**src/rtl/eq_pkg.sv**
```systemverilog
// Shared helpers for the equalizer band adder tree: width math and the
// saturate/wrap mapping from the exact tree result to the output width.
package eq_pkg;

  localparam int SAT_CNT_W = 16;
  localparam int MAX_W     = 128;

  typedef struct packed {
    logic [MAX_W-1:0] data;
    logic             ovf;
  } sat_res_t;

  function automatic int clog2(input int n);
    int r;
    r = 0;
    for (int i = 0; i < 31; i++) begin
      if ((1 << i) < n) r = i + 1;
    end
    return r;
  endfunction

  // Extend a w-bit value held in the low bits of x to MAX_W bits.
  function automatic logic [MAX_W-1:0] extend(input logic [MAX_W-1:0] x,
                                              input int w,
                                              input bit is_signed);
    logic [MAX_W-1:0] r;
    for (int i = 0; i < MAX_W; i++) begin
      r[i] = (i < w) ? x[i] : (is_signed & x[w-1]);
    end
    return r;
  endfunction

  // x must already be extended to MAX_W. The caller keeps the low out_w bits.
  function automatic sat_res_t sat_extend(input logic [MAX_W-1:0] x,
                                          input int full_w,
                                          input int out_w,
                                          input bit is_signed,
                                          input bit do_sat);
    sat_res_t         r;
    logic [MAX_W-1:0] one;
    logic [MAX_W-1:0] hi;
    logic [MAX_W-1:0] lo;
    logic             fits;
    r.data = x;
    r.ovf  = 1'b0;
    one    = MAX_W'(1);
    hi     = is_signed ? (one << (out_w - 1)) - one : (one << out_w) - one;
    lo     = is_signed ? ~hi : '0;
    if (out_w < full_w) begin
      fits = 1'b1;
      for (int i = 0; i < MAX_W; i++) begin
        if (i >= out_w && x[i] != (is_signed ? x[out_w-1] : 1'b0)) fits = 1'b0;
      end
      if (!fits) begin
        r.ovf = 1'b1;
        if (do_sat) r.data = (is_signed && x[MAX_W-1]) ? lo : hi;
      end
    end
    return r;
  endfunction

endpackage

```
**src/rtl/eq_adder_level.sv**
```systemverilog
// One registered level of the band adder tree: PAIRS adjacent-pair sums,
// each one bit wider than its inputs, plus the level's valid bit.
module eq_adder_level
  import eq_pkg::*;
#(
  parameter int PAIRS  = 8,
  parameter int IN_W   = 17,
  parameter int SIGNED = 1
) (
  input  logic                      clk,
  input  logic                      rst,
  input  logic                      clr,
  input  logic [2*PAIRS*IN_W-1:0]   in_data,
  input  logic                      in_valid,
  output logic [PAIRS*(IN_W+1)-1:0] out_data,
  output logic                      out_valid
);

  localparam int OW = IN_W + 1;

  logic [PAIRS*OW-1:0] data_d;
  logic [PAIRS*OW-1:0] data_q;
  logic                valid_q;

  function automatic logic [OW-1:0] ext1(input logic [IN_W-1:0] a);
    return {(SIGNED != 0) & a[IN_W-1], a};
  endfunction

  always_comb begin
    data_d = '0;
    for (int p = 0; p < PAIRS; p++) begin
      data_d[p*OW +: OW] = ext1(in_data[2*p*IN_W +: IN_W])
                         + ext1(in_data[(2*p+1)*IN_W +: IN_W]);
    end
  end

  // Data only moves with a valid beat; clr kills the valid bit alone.
  always_ff @(posedge clk or posedge rst) begin
    if (rst) begin
      data_q  <= '0;
      valid_q <= 1'b0;
    end else begin
      valid_q <= in_valid & ~clr;
      if (in_valid) data_q <= data_d;
    end
  end

  assign out_data  = data_q;
  assign out_valid = valid_q;

endmodule

```
**src/rtl/eq_adder_tree.sv**
```systemverilog
// Pipelined band adder tree: LOG2N pairwise adder levels followed by a
// registered saturate/wrap output stage and an overflow event counter.
module eq_adder_tree
  import eq_pkg::*;
#(
  parameter int N_TAPS   = 16,
  parameter int IN_W     = 17,
  parameter int OUT_W    = 20,
  parameter int SIGNED   = 1,
  parameter int SATURATE = 1
) (
  input  logic                   clk,
  input  logic                   rst,
  input  logic [N_TAPS*IN_W-1:0] taps,
  input  logic                   taps_valid,
  input  logic                   clr,
  output logic [OUT_W-1:0]       sum,
  output logic                   sum_valid,
  output logic                   sat_flag,
  output logic [SAT_CNT_W-1:0]   sat_count
);

  localparam int LOG2N  = clog2(N_TAPS);
  localparam int FULL_W = IN_W + LOG2N;

  for (genvar k = 0; k < LOG2N; k++) begin : g_lvl
    localparam int PAIRS = N_TAPS >> (k + 1);
    localparam int LW    = IN_W + k;

    logic [2*PAIRS*LW-1:0]   lvl_in;
    logic                    lvl_in_v;
    logic [PAIRS*(LW+1)-1:0] lvl_out;
    logic                    lvl_out_v;

    if (k == 0) begin : g_first
      assign lvl_in   = taps;
      assign lvl_in_v = taps_valid;
    end else begin : g_next
      assign lvl_in   = g_lvl[k-1].lvl_out;
      assign lvl_in_v = g_lvl[k-1].lvl_out_v;
    end

    eq_adder_level #(
      .PAIRS (PAIRS),
      .IN_W  (LW),
      .SIGNED(SIGNED)
    ) u_level (
      .clk      (clk),
      .rst      (rst),
      .clr      (clr),
      .in_data  (lvl_in),
      .in_valid (lvl_in_v),
      .out_data (lvl_out),
      .out_valid(lvl_out_v)
    );
  end

  logic [FULL_W-1:0]          tree_sum;
  logic                       tree_v;
  sat_res_t                   res;
  logic [MAX_W-OUT_W-1:0]     unused_res_hi;
  logic                       load;

  logic [OUT_W-1:0]           sum_d;
  logic [OUT_W-1:0]           sum_q;
  logic                       sum_valid_d;
  logic                       sum_valid_q;
  logic                       sat_flag_d;
  logic                       sat_flag_q;
  logic [SAT_CNT_W-1:0]       sat_count_d;
  logic [SAT_CNT_W-1:0]       sat_count_q;

  assign tree_sum = g_lvl[LOG2N-1].lvl_out;
  assign tree_v   = g_lvl[LOG2N-1].lvl_out_v;

  always_comb begin
    res = sat_extend(extend(MAX_W'(tree_sum), FULL_W, SIGNED != 0),
                     FULL_W, OUT_W, SIGNED != 0, SATURATE != 0);
  end

  assign unused_res_hi = res.data[MAX_W-1:OUT_W];

  // A clr on the edge an overflowing sample lands still leaves the counter at 0.
  always_comb begin
    load        = tree_v & ~clr;
    sum_d       = load ? res.data[OUT_W-1:0] : sum_q;
    sum_valid_d = load;
    sat_flag_d  = load & res.ovf;
    sat_count_d = sat_count_q;
    if (clr) begin
      sat_count_d = '0;
    end else if (sat_flag_d && sat_count_q != '1) begin
      sat_count_d = sat_count_q + 1'b1;
    end
  end

  always_ff @(posedge clk or posedge rst) begin
    if (rst) begin
      sum_q       <= '0;
      sum_valid_q <= 1'b0;
      sat_flag_q  <= 1'b0;
      sat_count_q <= '0;
    end else begin
      sum_q       <= sum_d;
      sum_valid_q <= sum_valid_d;
      sat_flag_q  <= sat_flag_d;
      sat_count_q <= sat_count_d;
    end
  end

  assign sum       = sum_q;
  assign sum_valid = sum_valid_q;
  assign sat_flag  = sat_flag_q;
  assign sat_count = sat_count_q;

endmodule

```
**config.mk**
```make
export PLATFORM = sky130hd
export DESIGN_NAME = eq_adder_tree
export DESIGN_NICKNAME = d
export VERILOG_FILES = /design/src/rtl/eq_pkg.sv /design/src/rtl/eq_adder_level.sv /design/src/rtl/eq_adder_tree.sv
export SDC_FILE = /design/constraint.sdc
export NUM_CORES = 1
export LEC_CHECK = 0
export BUFFER_PORTS_ARGS = -buffer_cell sky130_fd_sc_hd__buf_2
export CORE_UTILIZATION = 60
export CTS_CLUSTER_SIZE = 14
export DETAILED_ROUTE_END_ITERATION = 16
export MAX_ROUTING_LAYER = met4
export PLACE_DENSITY = 0.9
export SYNTH_ARGS = -nofsm -noshare
export SYNTH_HDL_FRONTEND = slang
export SYNTH_SLANG_ARGS = --single-unit
```
**constraint.sdc**
```tcl
create_clock -name clk -period 12.8 [get_ports clk]
set_clock_uncertainty 0.15 [all_clocks]
set_input_delay 1.92 -clock clk [delete_from_list [all_inputs] [get_ports clk]]
set_output_delay 1.92 -clock clk [all_outputs]
set_load 0.02 [all_outputs]
```
==> results.txt, run 1 <==
outcome: finished, final reports clean
area of the multi-input gates: 15,020 µm²
number of global-route vias before repair: 20,170
clock latency on the worst-skew pair: 0.52 ns
Tcrit/Tclk final: 33.50%
R2R depth: 10
sequential share of the synthesized area: 33.95%
Cells after Synth: 2,523
CP max-delay cell: buf_4
vias post-DR: 20,330
drt wl/cell: 17.68 µm
vias per cell: 6.055
clk slew on worst S/H paths: 0.06 ns
first-pass GRT wire length: 97,780 µm
Main synth FF type: dfrtp_1
Worst R2R Start: g_lvl[1].u_level.out_data[19]
post-synth cell types: 81
TNS Setup: 0 ns
port bufs: 313
cell mode on critical path: buf_4
Yosys top cell by area: dfrtp_1
die height: 201.2 µm
Post-DP Area: 25,860 µm²
WP buf/inv: 3
H-Tree Depth: 2
detailed placer's ending HPWL: 45,210 µm
Final nets: 3,377
Die Wd: 201.2 µm
Post-Place Cells: 3,298
worst-margin pin slew: 1.061 ns
Seq. cell area: 8084 µm²
TritonCTS clock tree: built
count of final max-slew check failures: 0
Design Area, Final: 27,040 µm²
worst path cell trace: buf_4, inv_2, buf_4, nor4b_1, a211o_1, or3b_2
hold path cells: 1
post-route ant nets: 0
hold path endpoint: g_lvl[0].u_level.out_data[100]
Netlist Area Pre-Place: 23,810 µm²
critical path capture point type: flip-flop
Starting DRT DRC Count: 1,535
CP Launch Type: input port
max cap viols: 0
Crit path depth: 6
number of synthesized flops with an enable pin: 0
worst reg2reg setup slack: 9.59 ns
cts repair resizes: 0
hold_buf cts: 0
Setup-failing EPs final: 0
gpl congestion: 0.8991
Rows: 72
initial antenna violation count: 1
syn nets: 3,083
final wirelength: 59,360 µm
crit path max fanout: 79
unrepaired setup endpoints after global routing: no
clock buffer depth: 3
Power Density: 203.5 nW/µm²
Synth Register Bits: 323
Syn. warnings: 0
Initial Util: 61.17%
Critical Path AT: 4.53 ns
area growth from synthesis to layout: 13.58%
Finished Layout Cells: 3,358
Hold Crit Start: g_lvl[0].u_level.out_data[100]
total gr overflow: 0
FF-to-FF End: g_lvl[2].u_level.out_data[18]
residual DRC count: 0
Commonest cells post-synth: dfrtp_1 (323), ha_1 (269), a21oi_1 (218)
clk root buf: clkbuf_16
number of fill cells in the layout: 2,952
Leakage: 12.82 nW
Avg Inst Size Synth: 9.435 µm²
Final Hold Vio Count: 0
Async SR Flop Fraction: 100.0%
Std-Cell Core Area: 38,920 µm²
top cells by area, synth: dfrtp_1 (34%), ha_1 (14%), mux2_2 (7.6%)
slowest stage delay, CP: 0.72 ns
# clock sinks: 323
slew margin rel.: 29.23%
Die ar.: 40,480 µm²
pin count of the biggest net entering global routing: 102
worst hold path type: flip-flop to flip-flop
min Tclk post-route: 4.288 ns
io pins: 314
layout cell share with drive strength beyond 1: 20.25%
Req. time, crit path: 13.04 ns
CTS buffer count: 35
setup bufs post-CTS: 0
first drt pass iteration count: 6
CP top delay family: buffers and inverters
Setup CP Type: input port to flip-flop
WHS: 0.3325 ns
most numerous cell in the Yosys netlist: dfrtp_1
Synth top area share: 33.95%
Fmax: 233.2 MHz
Peak supply drop: 0.0001320 V
total track usage: 29.91%
worst reg2reg max path, stage by stage, from the launching register on:
cell and delay (ns):
dfrtp_1 0.46, ha_1 0.25, fa_1 0.42, a21oi_1 0.24, o21ai_0 0.17, a31oi_1 0.26
a31oi_1 0.18, a221oi_1 0.45, o2bb2ai_1 0.18, xor2_1 0.22, a21oi_1 0.10
cell families (layout without fill, tap and decap cells):
family          after synthesis  count (layout)  synth area share [%]
compound gates              698             698                 19.32
xor+xnor                    178             178                 6.549
fa+ha+maj                   284             284                 15.40
buf+inv                     189             505                 2.980
flops                       323             323                 33.95
mux                         172             172                 8.078
other cells                   0               1                     0
simple gates                679             679                 13.72
how the worst max path moves through the flow:
stage / from / end / slack, ns
after floorplan: rst / g_lvl[0].u_level.out_data[0] / 1.79
after detailed placement: taps[0] / g_lvl[0].u_level.out_data[16] / 8.06
after CTS: taps[34] / g_lvl[0].u_level.out_data[34] / 8.59
final: taps_valid / g_lvl[0].u_level.out_data[124] / 8.51
after global placement: taps[0] / g_lvl[0].u_level.out_data[16] / 8.12
after global routing: rst / g_lvl[1].u_level.out_data[2] / 8.36
stage by stage:
stage | util (%) | power, mW | worst slack, ns
final | 69.47 | 5.502 | 8.512
after global routing | 69.47 | 5.885 | 8.365
after CTS | 69.47 | 5.482 | 8.592
after detailed placement | 66.44 | 4.390 | 8.064
after global placement | 66.44 | 4.267 | 8.120
after floorplan | - | 3.703 | 1.789
state kept, by name (all words and copies together) (netlist names):
| register | cells |
|---|---|
| sat_count | 16 |
| g_lvl.u_level.out_valid | 4 |
| sum_valid | 1 |
| sum | 20 |
| sat_flag | 1 |
| g_lvl.u_level.out_data | 281 |
report_power, final:
part | switching (mW) | total [mW] | internal [mW] | leakage (nW)
sequential | 0.250 | 1.61 | 1.36 | 3.86
combinational | 1.56 | 2.84 | 1.29 | 8.39
clock | 0.412 | 1.04 | 0.632 | 0.579
total | 2.22 | 5.50 | 3.28 | 12.8
per-layer routing:
layer	up-vias	global-route usage, %	share of wire, %
met4	0	7.413	2.0
li1	9807	-	-
met5	-	-	0
met2	651	49.63	48
met3	102	2.851	4.7
met1	9773	39.48	45
area by class of cell:
class                   count  share of cell area [%]
multi-input cells        2011                   55.54
flip-flops and latches    323                   29.90
repair buffers            322                   6.053
clock buffers              43                   3.536
well taps                 518                   2.397
inverters                 124                   1.749
clock inverters            16                  0.8191
diodes                      1                0.009255
cells in the final DEF, fill, tap and decap left out, types with 80 or more instances in the layout:
cell type,Yosys,final
buf_2,0,312
a21o_1,80,80
nand2_1,168,168
a21oi_1,218,218
mux2_2,160,160
ha_1,269,269
xnor2_1,126,126
o21ai_0,104,104
inv_1,123,121
dfrtp_1,323,322
nor2_1,213,213
Power figures use the tool's default switching activity.
==> run 2, diff against run 1 <==
--- a/config.mk
+++ b/config.mk
@@ -6,11 +6,11 @@
 export NUM_CORES = 1
 export LEC_CHECK = 0
 export BUFFER_PORTS_ARGS = -buffer_cell sky130_fd_sc_hd__buf_2
-export CORE_UTILIZATION = 60
+export CORE_UTILIZATION = 54
 export CTS_CLUSTER_SIZE = 14
 export DETAILED_ROUTE_END_ITERATION = 16
 export MAX_ROUTING_LAYER = met4
-export PLACE_DENSITY = 0.9
+export PLACE_DENSITY = 0.86
 export SYNTH_ARGS = -nofsm -noshare
 export SYNTH_HDL_FRONTEND = slang
 export SYNTH_SLANG_ARGS = --single-unit
==> constraint.sdc (replaced) <==
create_clock -name clk -period 3.7 [get_ports clk]
set_clock_uncertainty 0.15 [all_clocks]
set_input_delay 0.555 -clock clk [delete_from_list [all_inputs] [get_ports clk]]
set_output_delay 0.555 -clock clk [all_outputs]
set_load 0.02 [all_outputs]
==> run 2 against run 1 <==
Sequential share of layout area down 0.39 points. Clock-buffer cell count grew 6. Setup slack worse by 8.0 ns. First-iteration DRC count shrank 6.8%. Register-to-register slack got worse by 9.0 ns. Non-clock buffer count rose by 8. Sequential cell count unchanged. Wire length is 1.4% lower. Utilization down 6.2 points. Final cell count increased by 2.4%. Combinational power increased to 3.4 times the previous value. Critical endpoint is now g_lvl[1].u_level.out_data[33].
==> results.txt, run 2 (synthesis results as in run 1) <==
WHS: 0.2173 ns
TritonCTS clock tree: built
area growth from synthesis to layout: 15.07%
max cap viols: 0
Rows: 76
clk slew on worst S/H paths: 0.06 ns
dpl ws: 0.3525 ns
Die ar.: 44,930 µm²
Design Area, Final: 27,390 µm²
final wirelength: 58,520 µm
Final Util: 63.31%
clk root buf: clkbuf_16
Final Hold Vio Count: 0
pin count of the biggest net entering global routing: 113
Power Density: 707.6 nW/µm²
slew margin rel.: 28.97%
post-route ant nets: 0
TNS Setup: 0 ns
min Tclk post-route: 3.141 ns
initial antenna violation count: 0
Post-DP Area: 26,040 µm²
drt wl/cell: 17.01 µm
vias per cell: 5.886
clock latency on the worst-skew pair: 0.56 ns
Die Wd: 212.0 µm
Std-Cell Core Area: 43,270 µm²
residual DRC count: 0
die height: 212.0 µm
layout cell share with drive strength beyond 1: 20.70%
Post-Place Cells: 3,372
# clock sinks: 323
unrepaired setup endpoints after global routing: no
gpl congestion: 0.9371
commonest cells after routing, fill and taps aside: dfrtp_1 (322), buf_2 (312), ha_1 (269)
Starting DRT DRC Count: 1,430
first drt pass iteration count: 5
worst hold path type: input port to flip-flop
port bufs: 313
CP Launch Type: flip-flop
number of global-route vias before repair: 19,910
Finished Layout Cells: 3,440
setup bufs post-CTS: 0
Largest register FFs: 281
Final nets: 3,387
detailed placer's ending HPWL: 44,780 µm
worst-margin pin slew: 1.061 ns
Final WS setup: 0.5589 ns
Power Total: 19.39 mW
io pins: 314
clock buffer depth: 3
crit path max fanout: 4
total track usage: 27.19%
total gr overflow: 0
vias post-DR: 20,250
first-pass GRT wire length: 96,530 µm
outcome: finished, final reports clean
H-Tree Depth: 2
Peak supply drop: 0.0003398 V
commonest non-fill, non-tap cell in the layout: dfrtp_1
Fmax: 318.4 MHz
count of final max-slew check failures: 0
# diodes: 0
Setup CP Type: flip-flop to flip-flop
CTS buffer count: 37
Leakage: 12.96 nW
Req. time, crit path: 3.98 ns
Critical Path AT: 3.42 ns
Tcrit/Tclk final: 84.89%
Setup-failing EPs final: 0
Initial Util: 55.02%
number of fill cells in the layout: 3,483
critical path capture point type: flip-flop
## run 2: cell types whose count changed in the layout (fill, tap and decap cells not counted), sizes merged
| cell | delta |
|---|---|
| clkinvlp | +1 |
| inv | -5 |
| clkbuf | +6 |
| diode | -1 |
| clkinv | +5 |
| dlygate4sd3 | +1 |
| buf | +7 |
| bufinv | +1 |
## run 2: area by class of cell
class	count	area [µm²]	area share, %
Inverter	124	470.5	1.717
Clock buffer	49	1094	3.992
Multi-Input combinational cell	2011	15020	54.81
Clock inverter	18	249.0	0.9089
Sequential cell	323	8084	29.51
Timing Repair Buffer	330	1749	6.385
Tap cell	585	732.0	2.672
## run 2: final timing paths
kind	startpoint	cells after the start	slack, ns	end
setup / recovery	g_lvl[0].u_level.out_data[36]	11	0.56	g_lvl[1].u_level.out_data[33]
hold / removal	taps[255]	3	0.22	g_lvl[0].u_level.out_data[126]
min in group asynchronous	rst	3	0.48	g_lvl[2].u_level.out_data[5]
hold reg to reg	g_lvl[0].u_level.out_data[98]	1	0.34	g_lvl[0].u_level.out_data[98]
setup reg to reg	g_lvl[0].u_level.out_data[36]	11	0.56	g_lvl[1].u_level.out_data[33]
max in group asynchronous	rst	4	1.93	g_lvl[0].u_level.out_data[73]
## run 2: worst max-delay path: stages, from the launching register on
cell      delay [ns]
dfrtp_1         0.36
ha_1            0.18
inv_1           0.06
fa_1            0.41
nor2b_1         0.14
o21ai_0         0.12
a21boi_0        0.29
o21ai_1         0.15
a21oi_1         0.32
a31oi_1         0.24
o2111a_1        0.30
a311o_1         0.31
## run 2: routing by layer
| metal | vias up | GRT usage [%] | part of all wire [%] |
|---|---|---|---|
| met5 | - | - | 0 |
| met4 | 0 | 8.346 | 2.8 |
| met3 | 112 | 3.709 | 4.8 |
| met2 | 584 | 43.54 | 47 |
| met1 | 9705 | 35.73 | 45 |
| li1 | 9846 | - | - |
## run 2: what timing repair did
action / in CTS / in global routing
resized for setup: 0 / 0
hold buffers: 1 / 0
hold endpoints to repair: 17 / 0
setup endpoints to repair: 0 / 0
## run 2: report_power, final
group / internal (mW) / switching, mW
combinational: 4.45 / 5.32
sequential: 4.71 / 0.876
clock: 2.50 / 1.53
